[src/rtl/id_ex_stage.sv]
// id_ex_stage
// Decode-to-execute pipeline register. Captures the decoded control bundle,
// operands and register indices from ID and presents them to EX under a
// valid/ready handshake. Inserts a bubble on a load-use hazard, kills the
// EX entry on flush, and keeps saturating stall/flush event counters.
//
// Ports:
//   clock, reset          clock; asynchronous active-high reset
//   id_valid / id_ready   ID-side handshake
//   id_pc .. id_imm       XLEN-wide payload from ID
//   id_rs1/rs2/rd         register indices; id_uses_rs1/2 qualify the reads
//   id_reg_write .. id_alu_ctrl  decoded control bundle
//   flush                 taken branch / redirect
//   ex_ready / ex_valid   EX-side handshake
//   ex_*                  registered payload, indices and control
//   load_use_stall        combinational hazard indicator
//   stall_count, flush_count  saturating performance counters
module id_ex_stage #(
    parameter int unsigned XLEN  = 32,
    parameter int unsigned CNT_W = 16
) (
    input  logic             clock,
    input  logic             reset,
    input  logic             id_valid,
    output logic             id_ready,
    input  logic [XLEN-1:0]  id_pc,
    input  logic [XLEN-1:0]  id_rs1_data,
    input  logic [XLEN-1:0]  id_rs2_data,
    input  logic [XLEN-1:0]  id_imm,
    input  logic [4:0]       id_rs1,
    input  logic [4:0]       id_rs2,
    input  logic [4:0]       id_rd,
    input  logic             id_uses_rs1,
    input  logic             id_uses_rs2,
    input  logic             id_reg_write,
    input  logic             id_mem_read,
    input  logic             id_mem_write,
    input  logic             id_mem_to_reg,
    input  logic             id_branch,
    input  logic [3:0]       id_alu_ctrl,
    input  logic             flush,
    input  logic             ex_ready,
    output logic             ex_valid,
    output logic [XLEN-1:0]  ex_pc,
    output logic [XLEN-1:0]  ex_rs1_data,
    output logic [XLEN-1:0]  ex_rs2_data,
    output logic [XLEN-1:0]  ex_imm,
    output logic [4:0]       ex_rs1,
    output logic [4:0]       ex_rs2,
    output logic [4:0]       ex_rd,
    output logic             ex_reg_write,
    output logic             ex_mem_read,
    output logic             ex_mem_write,
    output logic             ex_mem_to_reg,
    output logic             ex_branch,
    output logic [3:0]       ex_alu_ctrl,
    output logic             load_use_stall,
    output logic [CNT_W-1:0] stall_count,
    output logic [CNT_W-1:0] flush_count
);

    logic             valid_q, valid_d;
    logic [XLEN-1:0]  pc_q, pc_d, rs1_data_q, rs1_data_d;
    logic [XLEN-1:0]  rs2_data_q, rs2_data_d, imm_q, imm_d;
    logic [4:0]       rs1_q, rs1_d, rs2_q, rs2_d, rd_q, rd_d;
    logic             rw_q, rw_d, mr_q, mr_d, mw_q, mw_d;
    logic             m2r_q, m2r_d, br_q, br_d;
    logic [3:0]       alu_q, alu_d;
    logic [CNT_W-1:0] stall_cnt_q, stall_cnt_d, flush_cnt_q, flush_cnt_d;
    logic             hazard, ready, accept;

    // A load in EX whose destination is read by the instruction in ID.
    // x0 is never a real dependency.
    assign hazard = valid_q & mr_q & (rd_q != 5'd0) & id_valid &
                    ((id_uses_rs1 & (id_rs1 == rd_q)) |
                     (id_uses_rs2 & (id_rs2 == rd_q)));

    assign ready  = ~flush & ~hazard & (~valid_q | ex_ready);
    assign accept = id_valid & ready;

    always_comb begin
        valid_d    = valid_q;
        pc_d       = pc_q;
        rs1_data_d = rs1_data_q;
        rs2_data_d = rs2_data_q;
        imm_d      = imm_q;
        rs1_d      = rs1_q;
        rs2_d      = rs2_q;
        rd_d       = rd_q;
        rw_d       = rw_q;
        mr_d       = mr_q;
        mw_d       = mw_q;
        m2r_d      = m2r_q;
        br_d       = br_q;
        alu_d      = alu_q;
        if (flush || (!accept && valid_q && ex_ready)) begin
            // Flush and bubble both kill the entry; data fields are kept,
            // only control is zeroed so the dead slot has no side effects.
            valid_d = 1'b0;
            rw_d    = 1'b0;
            mr_d    = 1'b0;
            mw_d    = 1'b0;
            m2r_d   = 1'b0;
            br_d    = 1'b0;
            alu_d   = '0;
        end else if (accept) begin
            valid_d    = 1'b1;
            pc_d       = id_pc;
            rs1_data_d = id_rs1_data;
            rs2_data_d = id_rs2_data;
            imm_d      = id_imm;
            rs1_d      = id_rs1;
            rs2_d      = id_rs2;
            rd_d       = id_rd;
            rw_d       = id_reg_write;
            mr_d       = id_mem_read;
            mw_d       = id_mem_write;
            m2r_d      = id_mem_to_reg;
            br_d       = id_branch;
            alu_d      = id_alu_ctrl;
        end
    end

    always_comb begin
        stall_cnt_d = stall_cnt_q;
        flush_cnt_d = flush_cnt_q;
        if (hazard && (stall_cnt_q != '1)) stall_cnt_d = stall_cnt_q + CNT_W'(1);
        if (flush  && (flush_cnt_q != '1)) flush_cnt_d = flush_cnt_q + CNT_W'(1);
    end

    always_ff @(posedge clock or posedge reset) begin
        if (reset) begin
            valid_q     <= 1'b0;
            pc_q        <= '0;
            rs1_data_q  <= '0;
            rs2_data_q  <= '0;
            imm_q       <= '0;
            rs1_q       <= '0;
            rs2_q       <= '0;
            rd_q        <= '0;
            rw_q        <= 1'b0;
            mr_q        <= 1'b0;
            mw_q        <= 1'b0;
            m2r_q       <= 1'b0;
            br_q        <= 1'b0;
            alu_q       <= '0;
            stall_cnt_q <= '0;
            flush_cnt_q <= '0;
        end else begin
            valid_q     <= valid_d;
            pc_q        <= pc_d;
            rs1_data_q  <= rs1_data_d;
            rs2_data_q  <= rs2_data_d;
            imm_q       <= imm_d;
            rs1_q       <= rs1_d;
            rs2_q       <= rs2_d;
            rd_q        <= rd_d;
            rw_q        <= rw_d;
            mr_q        <= mr_d;
            mw_q        <= mw_d;
            m2r_q       <= m2r_d;
            br_q        <= br_d;
            alu_q       <= alu_d;
            stall_cnt_q <= stall_cnt_d;
            flush_cnt_q <= flush_cnt_d;
        end
    end

    assign id_ready       = ready;
    assign load_use_stall = hazard;
    assign ex_valid       = valid_q;
    assign ex_pc          = pc_q;
    assign ex_rs1_data    = rs1_data_q;
    assign ex_rs2_data    = rs2_data_q;
    assign ex_imm         = imm_q;
    assign ex_rs1         = rs1_q;
    assign ex_rs2         = rs2_q;
    assign ex_rd          = rd_q;
    assign ex_reg_write   = rw_q;
    assign ex_mem_read    = mr_q;
    assign ex_mem_write   = mw_q;
    assign ex_mem_to_reg  = m2r_q;
    assign ex_branch      = br_q;
    assign ex_alu_ctrl    = alu_q;
    assign stall_count    = stall_cnt_q;
    assign flush_count    = flush_cnt_q;

endmodule
[config.mk]
export PLATFORM = sky130hd
export DESIGN_NAME = id_ex_stage
export DESIGN_NICKNAME = d
export VERILOG_FILES = /design/src/rtl/id_ex_stage.sv
export SDC_FILE = /design/constraint.sdc
export NUM_CORES = 1
export LEC_CHECK = 0
export BUFFER_PORTS_ARGS = -buffer_cell sky130_fd_sc_hd__buf_2
export CORE_ASPECT_RATIO = 1.2
export CORE_MARGIN = 10
export CORE_UTILIZATION = 42
export CTS_CLUSTER_SIZE = 14
export DETAILED_ROUTE_END_ITERATION = 8
export PLACE_DENSITY = 0.75
export SYNTH_ARGS = -nofsm -noshare
export SYNTH_HDL_FRONTEND = slang
export SYNTH_SLANG_ARGS = --single-unit
[constraint.sdc]
create_clock -name clock -period 5.3 [get_ports clock]
set_input_delay 0.53 -clock clock [delete_from_list [all_inputs] [get_ports clock]]
set_output_delay 0.53 -clock clock [all_outputs]
set_load 0.02 [all_outputs]
==> impl_metrics.toml <==
[outcome]
status = "finished clean"

[global_routing]
grt_overflow = 0
grt_max_degree = 110
grt_pass1_vias = 5722
antenna_found_initial = 5
track_usage_pct = 18.1
grt_first_pass_wirelength_um = 33500

[route]
viasPerCell = 4.91
first_iter_violations = 250
num_vias = 5390
dr.pass1.iters = 5
remaining_drc_errors = 0
wl_um = 21200
wire_per_inst_um = 19.4
antenna_left = 0

[setup_path]
r2r_slack_ps = 2810
critPathKind = "register to primary output"
crit_path_max_fanout = 8
arrival_ps = 2100
required_ps = 4770
startpoint_type = "register"
worstSetupEndpointType = "primary output"
crit_path_start = "ex_rd[1]$_DFFE_PP0P_"
regToRegStartpoint = "ex_rd[4]$_DFFE_PP0P_"

[synth]
synthArstFlopShare_pct = 100
synth_area_leaders = "dfrtp_1, mux2_2, mux2_1"
netlist_area_um2 = 7440
netlist_top_cells_count = "dfrtp_1, mux2_2, mux2_1, xnor2_1, nand2_1"
synthFlopType = "dfrtp_1"
ys_seq_elements = 185
ys_warn_count = 0
synth_top_family_by_area = "multiplexers"
yosys.cell_count.top_type = "dfrtp_1"
synth.largest_area_cell = "dfrtp_1"
postSynthAreaPerCell_um2 = 14.5
synth-simple-area-share_pct = 6.19
synth_adder_area_share_pct = 0.336
yosysSeqAreaShare_pct = 62.2
synth_mux_area_share_pct = 23.1
ys_types = 35
synth_xor_area_share_pct = 4.47
yosysTopAreaCellShare_pct = 62.2
synth_edf_count = 0
synthCells = 513
synth-compound-area-share_pct = 1.48
synth_fp_nets = 674

[cts]
clock_latency_ps = 430
cts_buffer_depth = 2
postCtsHoldBufs = 0
cts_setup_buffers = 0
cts_tree = "built"
cts_root_buffer = "clkbuf_16"
numCtsBuffers = 17
cts_resized = 0
clkTransAtPathRegs_ps = 70
htree_levels = 4
cts_sinks = 185

[die]
die_w_um = 141
io-pin-count = 346
initial_core_util_pct = 42.7
row_count = 53
die-area_um2 = 23500
fp.coreArea_um2 = 17400
die_y_um = 166

[final_layout]
synthToLayoutAreaGrowth_pct = 34.4
fin_nets = 1024
drive_gt1_share_pct = 52.4
post-route-util_pct = 57.3
postLayoutCellArea_um2 = 10000

[sta]
setup_slack_ps = 2670
clock_skew_ps = 12.9
clock.fmax_mhz = 381
rsz0062_at_grt = "no"
slew_violations = 0
fin_crit_ps = 2630
finalCritPeriodShare_pct = 49.6
max-slew-margin-rel_pct = 32.6
fin_setup_tns_ps = 0
worstMarginPinSlew_ps = 1010
hold_viol = 0
setup_viol = 0

[placed_design]
place_area_um2 = 9400
dp_slack_ps = 2700
hpwl_um = 16700
port_buffers = 345
gp_congestion = 0.828

[flow_run]
maxCapViolations = 0

[pwr]
power_density_nw_per_um2 = 395
peakVddDrop_mv = 0.238
leakage_nw = 5.01

[min_path]
hold_class = "input port to asynchronous set/reset pin"
## where the power goes
part | internal (W) | switching, W
registers | 0.00163 | 0.000133
logic | 0.000364 | 0.000553
clock network | 0.000682 | 0.000591
## layout make-up
| cell class | instances | area, um2 |
|---|---|---|
| fillers | 1450 | 7440 |
| flip-flops and latches | 185 | 4630 |
| multi-input cells | 296 | 2650 |
| repair buffers | 350 | 1790 |
| clock buffers | 18 | 439 |
| well taps | 220 | 275 |
| clock inverters | 14 | 160 |
| inverters | 13 | 52.6 |
| diodes | 2 | 5.00 |
## final timing paths
check / end / cells past startpoint
max reg2reg: ex_rs1_data[0]$_DFFE_PP0P_ / 6
min reg2reg: ex_rs2_data[16]$_DFFE_PP0P_ / 1
max in group asynchronous: ex_rs2_data[18]$_DFFE_PP0P_ / 3
min in group clock: ex_imm[10]$_DFFE_PP0P_ / 2
min: ex_rs2_data[2]$_DFFE_PP0P_ / 2
max: id_ready / 5
## critical path: stages, from the launching register on
cell and delay (ps):
dfrtp_1 450, or4_4 580, o21ai_4 290, nor2_1 90
nor2_1 100, buf_2 170
## cells by family after synthesis
family                     Yosys count
DFF                                185
muxes                              154
and+or+nand+nor                     90
xor gates and xnor gates            38
buffers and inverters               32
AOI/OAI and AO/OA                   12
adders and majority gates            2
## cell usage in the layout (no fill, tap or decap), drive strengths merged, types with 3 or more instances in the layout
cell,instances
and4,3
and3,7
nor3,3
xnor2,34
clkbuf,18
nand4,14
buf,350
mux2,144
clkinv,9
xor2,4
mux2i,10
dfrtp,185
a21oi,3
nand2,24
nor2,13
nand3,18
inv,16
## stage by stage
step	power, W	hold WS, ps	std cells
floorplan	0.00233	593	513
global placement	0.00270	468	1064
detailed placement	0.00273	475	1064
CTS	0.00401	289	1096
global route	0.00415	281	1097
finish	0.00395	306	1098
## per-layer routing
metal  track usage (%)  part of all wire, %  up-vias
li1                  -                    -     2503
met1              19.7                   37     2650
met2              31.2                   52      209
met3              7.78                  9.3       22
met4              4.85                  1.0        6
met5                 0                 0.18        -
No activity file was read; power rests on OpenSTA's default activity.
